[config.mk]
export PLATFORM = sky130hd
export DESIGN_NAME = ct_rst_seq
export DESIGN_NICKNAME = d
export VERILOG_FILES = /design/src/rtl/ct_rst_seq.sv
export SDC_FILE = /design/constraint.sdc
export NUM_CORES = 1
export LEC_CHECK = 0
export CAP_MARGIN = 10
export CORE_UTILIZATION = 44
export DETAILED_ROUTE_END_ITERATION = 8
export MAX_ROUTING_LAYER = met4
export PLACE_DENSITY_LB_ADDON = 0.1
export SLEW_MARGIN = 25
export SYNTH_ARGS = -nofsm -noshare
export SYNTH_HDL_FRONTEND = slang
export SYNTH_SLANG_ARGS = --single-unit
[constraint.sdc]
create_clock -name forever_coreclk -period 1.5 [get_ports forever_coreclk]
set_clock_uncertainty 0.15 [all_clocks]
set_input_delay 0.3 -clock forever_coreclk [delete_from_list [all_inputs] [get_ports forever_coreclk]]
set_output_delay 0.3 -clock forever_coreclk [all_outputs]
set_load 0.02 [all_outputs]
[src/rtl/ct_rst_seq.sv]
// Core reset sequencer: synchronizes async reset release, then releases NUM_DOM domains in order.
// Optional per-domain soft reset holds are enabled by defining CT_RST_SEQ_SOFT_RST_EN.
module ct_rst_seq #(
  parameter int SYNC_DEPTH = 3,
  parameter int NUM_DOM    = 6,
  parameter int STAGE_GAP  = 2,
  parameter int SOFT_HOLD  = 4
) (
  input  logic               forever_coreclk,
  input  logic               async_corerst_b,
  input  logic               pad_yy_scan_mode,
  input  logic               pad_yy_scan_rst_b,
  input  logic [NUM_DOM-1:0] soft_rst_req,
  output logic [NUM_DOM-1:0] dom_rst_b,
  output logic               rst_seq_done,
  output logic               soft_rst_busy
);

  localparam int GAP_W = $clog2(STAGE_GAP + 1);
  localparam int IDX_W = $clog2(NUM_DOM + 1);
  localparam logic [GAP_W-1:0] GAP_MAX  = GAP_W'(STAGE_GAP);
  localparam logic [IDX_W-1:0] IDX_LAST = IDX_W'(NUM_DOM - 1);

  typedef enum logic [1:0] {
    SYNC    = 2'd0,
    RELEASE = 2'd1,
    RUN     = 2'd2
  } state_t;

  state_t               state;
  state_t               state_nxt;
  logic [SYNC_DEPTH-1:0] sync_q;
  logic                 sync_rst_b;
  logic [GAP_W-1:0]     gap_cnt;
  logic [GAP_W-1:0]     gap_nxt;
  logic [IDX_W-1:0]     idx;
  logic [IDX_W-1:0]     idx_nxt;
  logic                 release_stb;
  logic                 done_q;
  logic                 done_nxt;
  logic [NUM_DOM-1:0]   rel_nxt;
  logic [NUM_DOM-1:0]   dom_q;
  logic [NUM_DOM-1:0]   dom_nxt;
  logic                 busy_int;

  // Release synchronizer: asserts asynchronously, releases after SYNC_DEPTH edges.
  always_ff @(posedge forever_coreclk or negedge async_corerst_b) begin
    if (!async_corerst_b) begin
      sync_q <= '0;
    end else begin
      sync_q <= {sync_q[SYNC_DEPTH-2:0], 1'b1};
    end
  end

  assign sync_rst_b = sync_q[SYNC_DEPTH-1];

  always_ff @(posedge forever_coreclk or negedge async_corerst_b) begin
    if (!async_corerst_b) begin
      state <= SYNC;
    end else begin
      state <= state_nxt;
    end
  end

  always_comb begin
    state_nxt = state;
    unique case (state)
      SYNC: begin
        if (sync_rst_b) state_nxt = (NUM_DOM == 1) ? RUN : RELEASE;
      end
      RELEASE: begin
        if ((gap_cnt == GAP_MAX) && (idx == IDX_LAST)) state_nxt = RUN;
      end
      RUN:     state_nxt = RUN;
      default: state_nxt = SYNC;
    endcase
  end

  // Domain k is released once idx has moved past it; idx and gap_cnt freeze in RUN.
  always_comb begin
    gap_nxt     = gap_cnt;
    idx_nxt     = idx;
    done_nxt    = done_q;
    release_stb = 1'b0;
    unique case (state)
      SYNC: begin
        if (sync_rst_b) release_stb = 1'b1;
      end
      RELEASE: begin
        if (gap_cnt == GAP_MAX) release_stb = 1'b1;
        else                    gap_nxt = gap_cnt + GAP_W'(1);
      end
      default: ;
    endcase
    if (release_stb) begin
      gap_nxt = GAP_W'(1);
      idx_nxt = idx + IDX_W'(1);
      if (idx == IDX_LAST) done_nxt = 1'b1;
    end
    for (int k = 0; k < NUM_DOM; k++) begin
      rel_nxt[k] = (IDX_W'(k) < idx_nxt);
    end
  end

  always_ff @(posedge forever_coreclk or negedge async_corerst_b) begin
    if (!async_corerst_b) begin
      gap_cnt <= '0;
      idx     <= '0;
      done_q  <= 1'b0;
      dom_q   <= '0;
    end else begin
      gap_cnt <= gap_nxt;
      idx     <= idx_nxt;
      done_q  <= done_nxt;
      dom_q   <= dom_nxt;
    end
  end

`ifdef CT_RST_SEQ_SOFT_RST_EN
  localparam int HOLD_W = $clog2(SOFT_HOLD + 1);
  localparam logic [HOLD_W-1:0] HOLD_MAX = HOLD_W'(SOFT_HOLD);

  logic [NUM_DOM-1:0][HOLD_W-1:0] hold_cnt;
  logic [NUM_DOM-1:0][HOLD_W-1:0] hold_nxt;

  // A count of 1 means the hold ends this edge, so a fresh request may restart it.
  always_comb begin
    for (int k = 0; k < NUM_DOM; k++) begin
      hold_nxt[k] = hold_cnt[k];
      if ((state == RUN) && soft_rst_req[k] && (hold_cnt[k] <= HOLD_W'(1))) begin
        hold_nxt[k] = HOLD_MAX;
      end else if (hold_cnt[k] != '0) begin
        hold_nxt[k] = hold_cnt[k] - HOLD_W'(1);
      end
      dom_nxt[k] = rel_nxt[k] && (hold_nxt[k] == '0);
    end
  end

  always_ff @(posedge forever_coreclk or negedge async_corerst_b) begin
    if (!async_corerst_b) begin
      hold_cnt <= '0;
    end else begin
      hold_cnt <= hold_nxt;
    end
  end

  always_comb begin
    busy_int = 1'b0;
    for (int k = 0; k < NUM_DOM; k++) begin
      if (hold_cnt[k] != '0) busy_int = 1'b1;
    end
  end
`else
  localparam int unused_soft_hold = SOFT_HOLD;
  logic unused_req;

  assign unused_req = ^soft_rst_req;
  assign dom_nxt    = rel_nxt;
  assign busy_int   = 1'b0;
`endif

  // Scan mode bypasses the sequencer entirely.
  assign dom_rst_b     = pad_yy_scan_mode ? {NUM_DOM{pad_yy_scan_rst_b}} : dom_q;
  assign rst_seq_done  = pad_yy_scan_mode ? pad_yy_scan_rst_b : done_q;
  assign soft_rst_busy = pad_yy_scan_mode ? 1'b0 : busy_int;

endmodule

==> out/results.ini <==
[run_status]
status = finished with violations
violations = setup timing

[global_route]
initial_antenna_violation_count = 0
first_global_vias = 571
track_usage_pct = 18.0
grt_remaining_overflow = 0
grt_pass1_wl_microns = 2510
largest_net_degree_at_the_start_of_global_routing = 17

[timing]
unrepaired_setup_endpoints_after_global_routing = true
setup_viols_final = 5
whs_ps = 177
timing.final.crit_period_ps = 1580
final_cycle_share_pct = 105
report.final.hold_viol_count = 0
maxSlewViolCount = 0
timing.final.ws_setup_ps = -80.3
fmax_ghz = 0.633

[worst_setup_path]
crit_fanout = 7
endpoint_kind = flop
worstSetupPathType = reg -> reg
worst-endpoint-arrival_ps = 1590
worst-endpoint-required_ps = 1510
crit_path_start_kind = flop

[place]
numPlacedInstances = 130
placedInstanceArea_sq_um = 1080
place_hpwl_microns = 1150
io_buffers = 10
gpl.final_weighted_congestion = 0.846
placement.setup.worst_slack_ps = -686

[die]
die_extent_in_y_microns = 45.5
floorplan.initialDensity_pct = 47.7
die-width_microns = 45.5
row_count = 15
core-area_sq_um = 1750
io_pins = 18
die_area_sq_um = 2070

[pwr]
power.clock.fraction_pct = 11.1
pwr-share-seq_pct = 27.9
p_sw_uw = 955
leakage_nw = 0.588
combinationalPowerShare_pct = 61.0
power.ir.vdd_worst_v = 0.00127
internal_portion_of_total_power_mw = 1.55
power.switching_fraction_pct = 38.1
power.density_cell_area_nw_per_um2 = 2080

[final_layout]
n_fill_cell = 142
layout.cells.most_common = sky130_fd_sc_hd__buf_4
drive_gt1_share_pct = 46.4
num-nets-final = 127
fin_area_sq_um = 1210
final_cell_count_no_fill = 135
insertedDiodeCount = 0
synthToLayoutAreaGrowth_pct = 44.7
most-common-layout-cells = 22 x sky130_fd_sc_hd__buf_4, 15 x sky130_fd_sc_hd__dfrtp_1, 9 x sky130_fd_sc_hd__inv_1

[synth]
synth_compound_gate_area_share_pct = 18.6
syn_nets = 97
synthXorXnorAreaFrac_pct = 3.15
synth_top_family_by_area = compound AO/OA/AOI/OAI gates
synth.ff_latch_count = 16
ys_types = 30
synth_warnings = 0
synth_seq_area_share_pct = 48.0
syn-mean-instance-area_sq_um = 10.3
synth_adder_area_share_pct = 9.01
area_of_the_mapped_netlist_sq_um = 833
yosys.area_share.simple_pct = 9.91
yosys-mux-area-fraction_pct = 3.90
synthesis.instances = 81

[detailed_routing]
detail_route.first_pass.iterations = 4
dr.first_iter.drc_count = 4
antenna_violating_nets_post_route = 0
routed_via_count = 649
drt-wirelength-per-cell_microns = 12.0
residual_drc = 0
post_drt_via_cell_ratio = 4.81
detail_route.wirelength_microns = 1620

[cts]
ctsHoldBuffers = 0
cts_tree = yes
tritoncts.num_buffers = 3
clkSinkCount = 16
clk_pin_slew_worst_paths_ps = 90
clk-insertion-delay-late_ps = 270
cts_htree_levels = 1
root_buffer_master = sky130_fd_sc_hd__clkbuf_4
cts_buffer_depth = 2

[worst_hold_path]
hold_path_class = in -> async

[run]
maxCapViolations = 0

[synthesized netlist by cell type, drive strengths merged]
cell	count	area, sq um
and3	1	6.26
and2	2	12.5
nor2b	1	6.26
a211o	1	8.76
o211a	1	10.0
nand2b	2	12.5
buf	2	12.5
a21o	1	7.51
a21oi	2	10.0
ha	6	75.1
mux2i	1	10.0
mux2	2	22.5
nor4	1	6.26
nor2	2	7.51
a31oi	1	6.26
a221oi	1	8.76
a22o	1	17.5
a221o	1	10.0
a22oi	1	12.5
o21ai	11	55.1
inv	11	41.3
nand2	5	21.3
nand3	1	5.00
xnor2	3	26.3
nor3	1	5.00
a41oi	1	8.76
conb	2	7.51
dfrtp	16	400
[path summary, 6_finish.rpt]
check	startpoint	end	slack (ps)	cells past startpoint
worst max register to register	state[0]	dom_q[2]	-80	4
worst max-delay path	state[0]	dom_q[2]	-80	4
max in group asynchronous	async_corerst_b	idx[0]	830	2
worst min-delay path	async_corerst_b	dom_q[4]	180	2
min in group forever_coreclk	sync_q[0]	sync_q[1]	210	0
worst min register to register	sync_q[0]	sync_q[1]	210	0
[power by group through the flow]
stage	Clock (mW)	Sequential [mW]	Combinational, mW
final	0.278	0.701	1.53
after global routing	0.304	0.719	1.68
after CTS	0.283	0.698	1.39
after detailed placement	0	0.695	1.24
after global placement	0	0.686	1.21
after floorplan	0	0.694	0.754
[per-layer routing]
layer	share of wire, %	routed length (microns)	GRT usage [%]
met4	1.4	23	7.27
met5	0	0	-
met3	3.3	54	2.38
met1	48	771	23.0
met2	47	767	28.9
[layout make-up]
type	count	area [sq um]	area share (%)
Multi-Input combinational cell	52	493	40.9
Clock buffer	4	36.3	3.01
Inverter	11	41.3	3.42
Tap cell	25	31.3	2.59
Sequential cell	16	402	33.3
Timing Repair Buffer	27	203	16.8
[through the flow]
stage | setup TNS, ps | utilization, % | power [mW]
after floorplan | -27.2 | - | 1.45
after global placement | -4340 | 61.9 | 1.90
after detailed placement | -4760 | 61.9 | 1.93
after CTS | -201 | 66.2 | 2.37
after global routing | -668 | 69.1 | 2.70
final | -177 | 69.1 | 2.51
[what timing repair did]
action / in CTS / in global routing
setup endpoints to repair: 13 / 18
gates resized for setup: 60 / 14
pin swaps: 5 / 8
setup buffers: 0 / 1
[registers in the layout (all words and copies together) (netlist names)]
signal / flops
dom_q: 6
sync_q: 3
gap_cnt: 2
idx: 2
state: 2
done_q: 1
[critical path, cell delays in order, from the launching register on]
cell and delay [ps]:
sky130_fd_sc_hd__dfrtp_1 440, sky130_fd_sc_hd__inv_2 80, sky130_fd_sc_hd__ha_4 180, sky130_fd_sc_hd__a22o_4 300, sky130_fd_sc_hd__a221o_1 320
[cells by family after synthesis]
group | count (synthesis)
AND/OR/NAND/NOR | 16
buffers and inverters | 13
AO/OA/AOI/OAI | 22
multiplexers | 3
XOR/XNOR | 3
flip-flops | 16
other | 2
adder cells (fa/ha/maj) | 6
No activity file was read; power rests on OpenSTA's default activity.
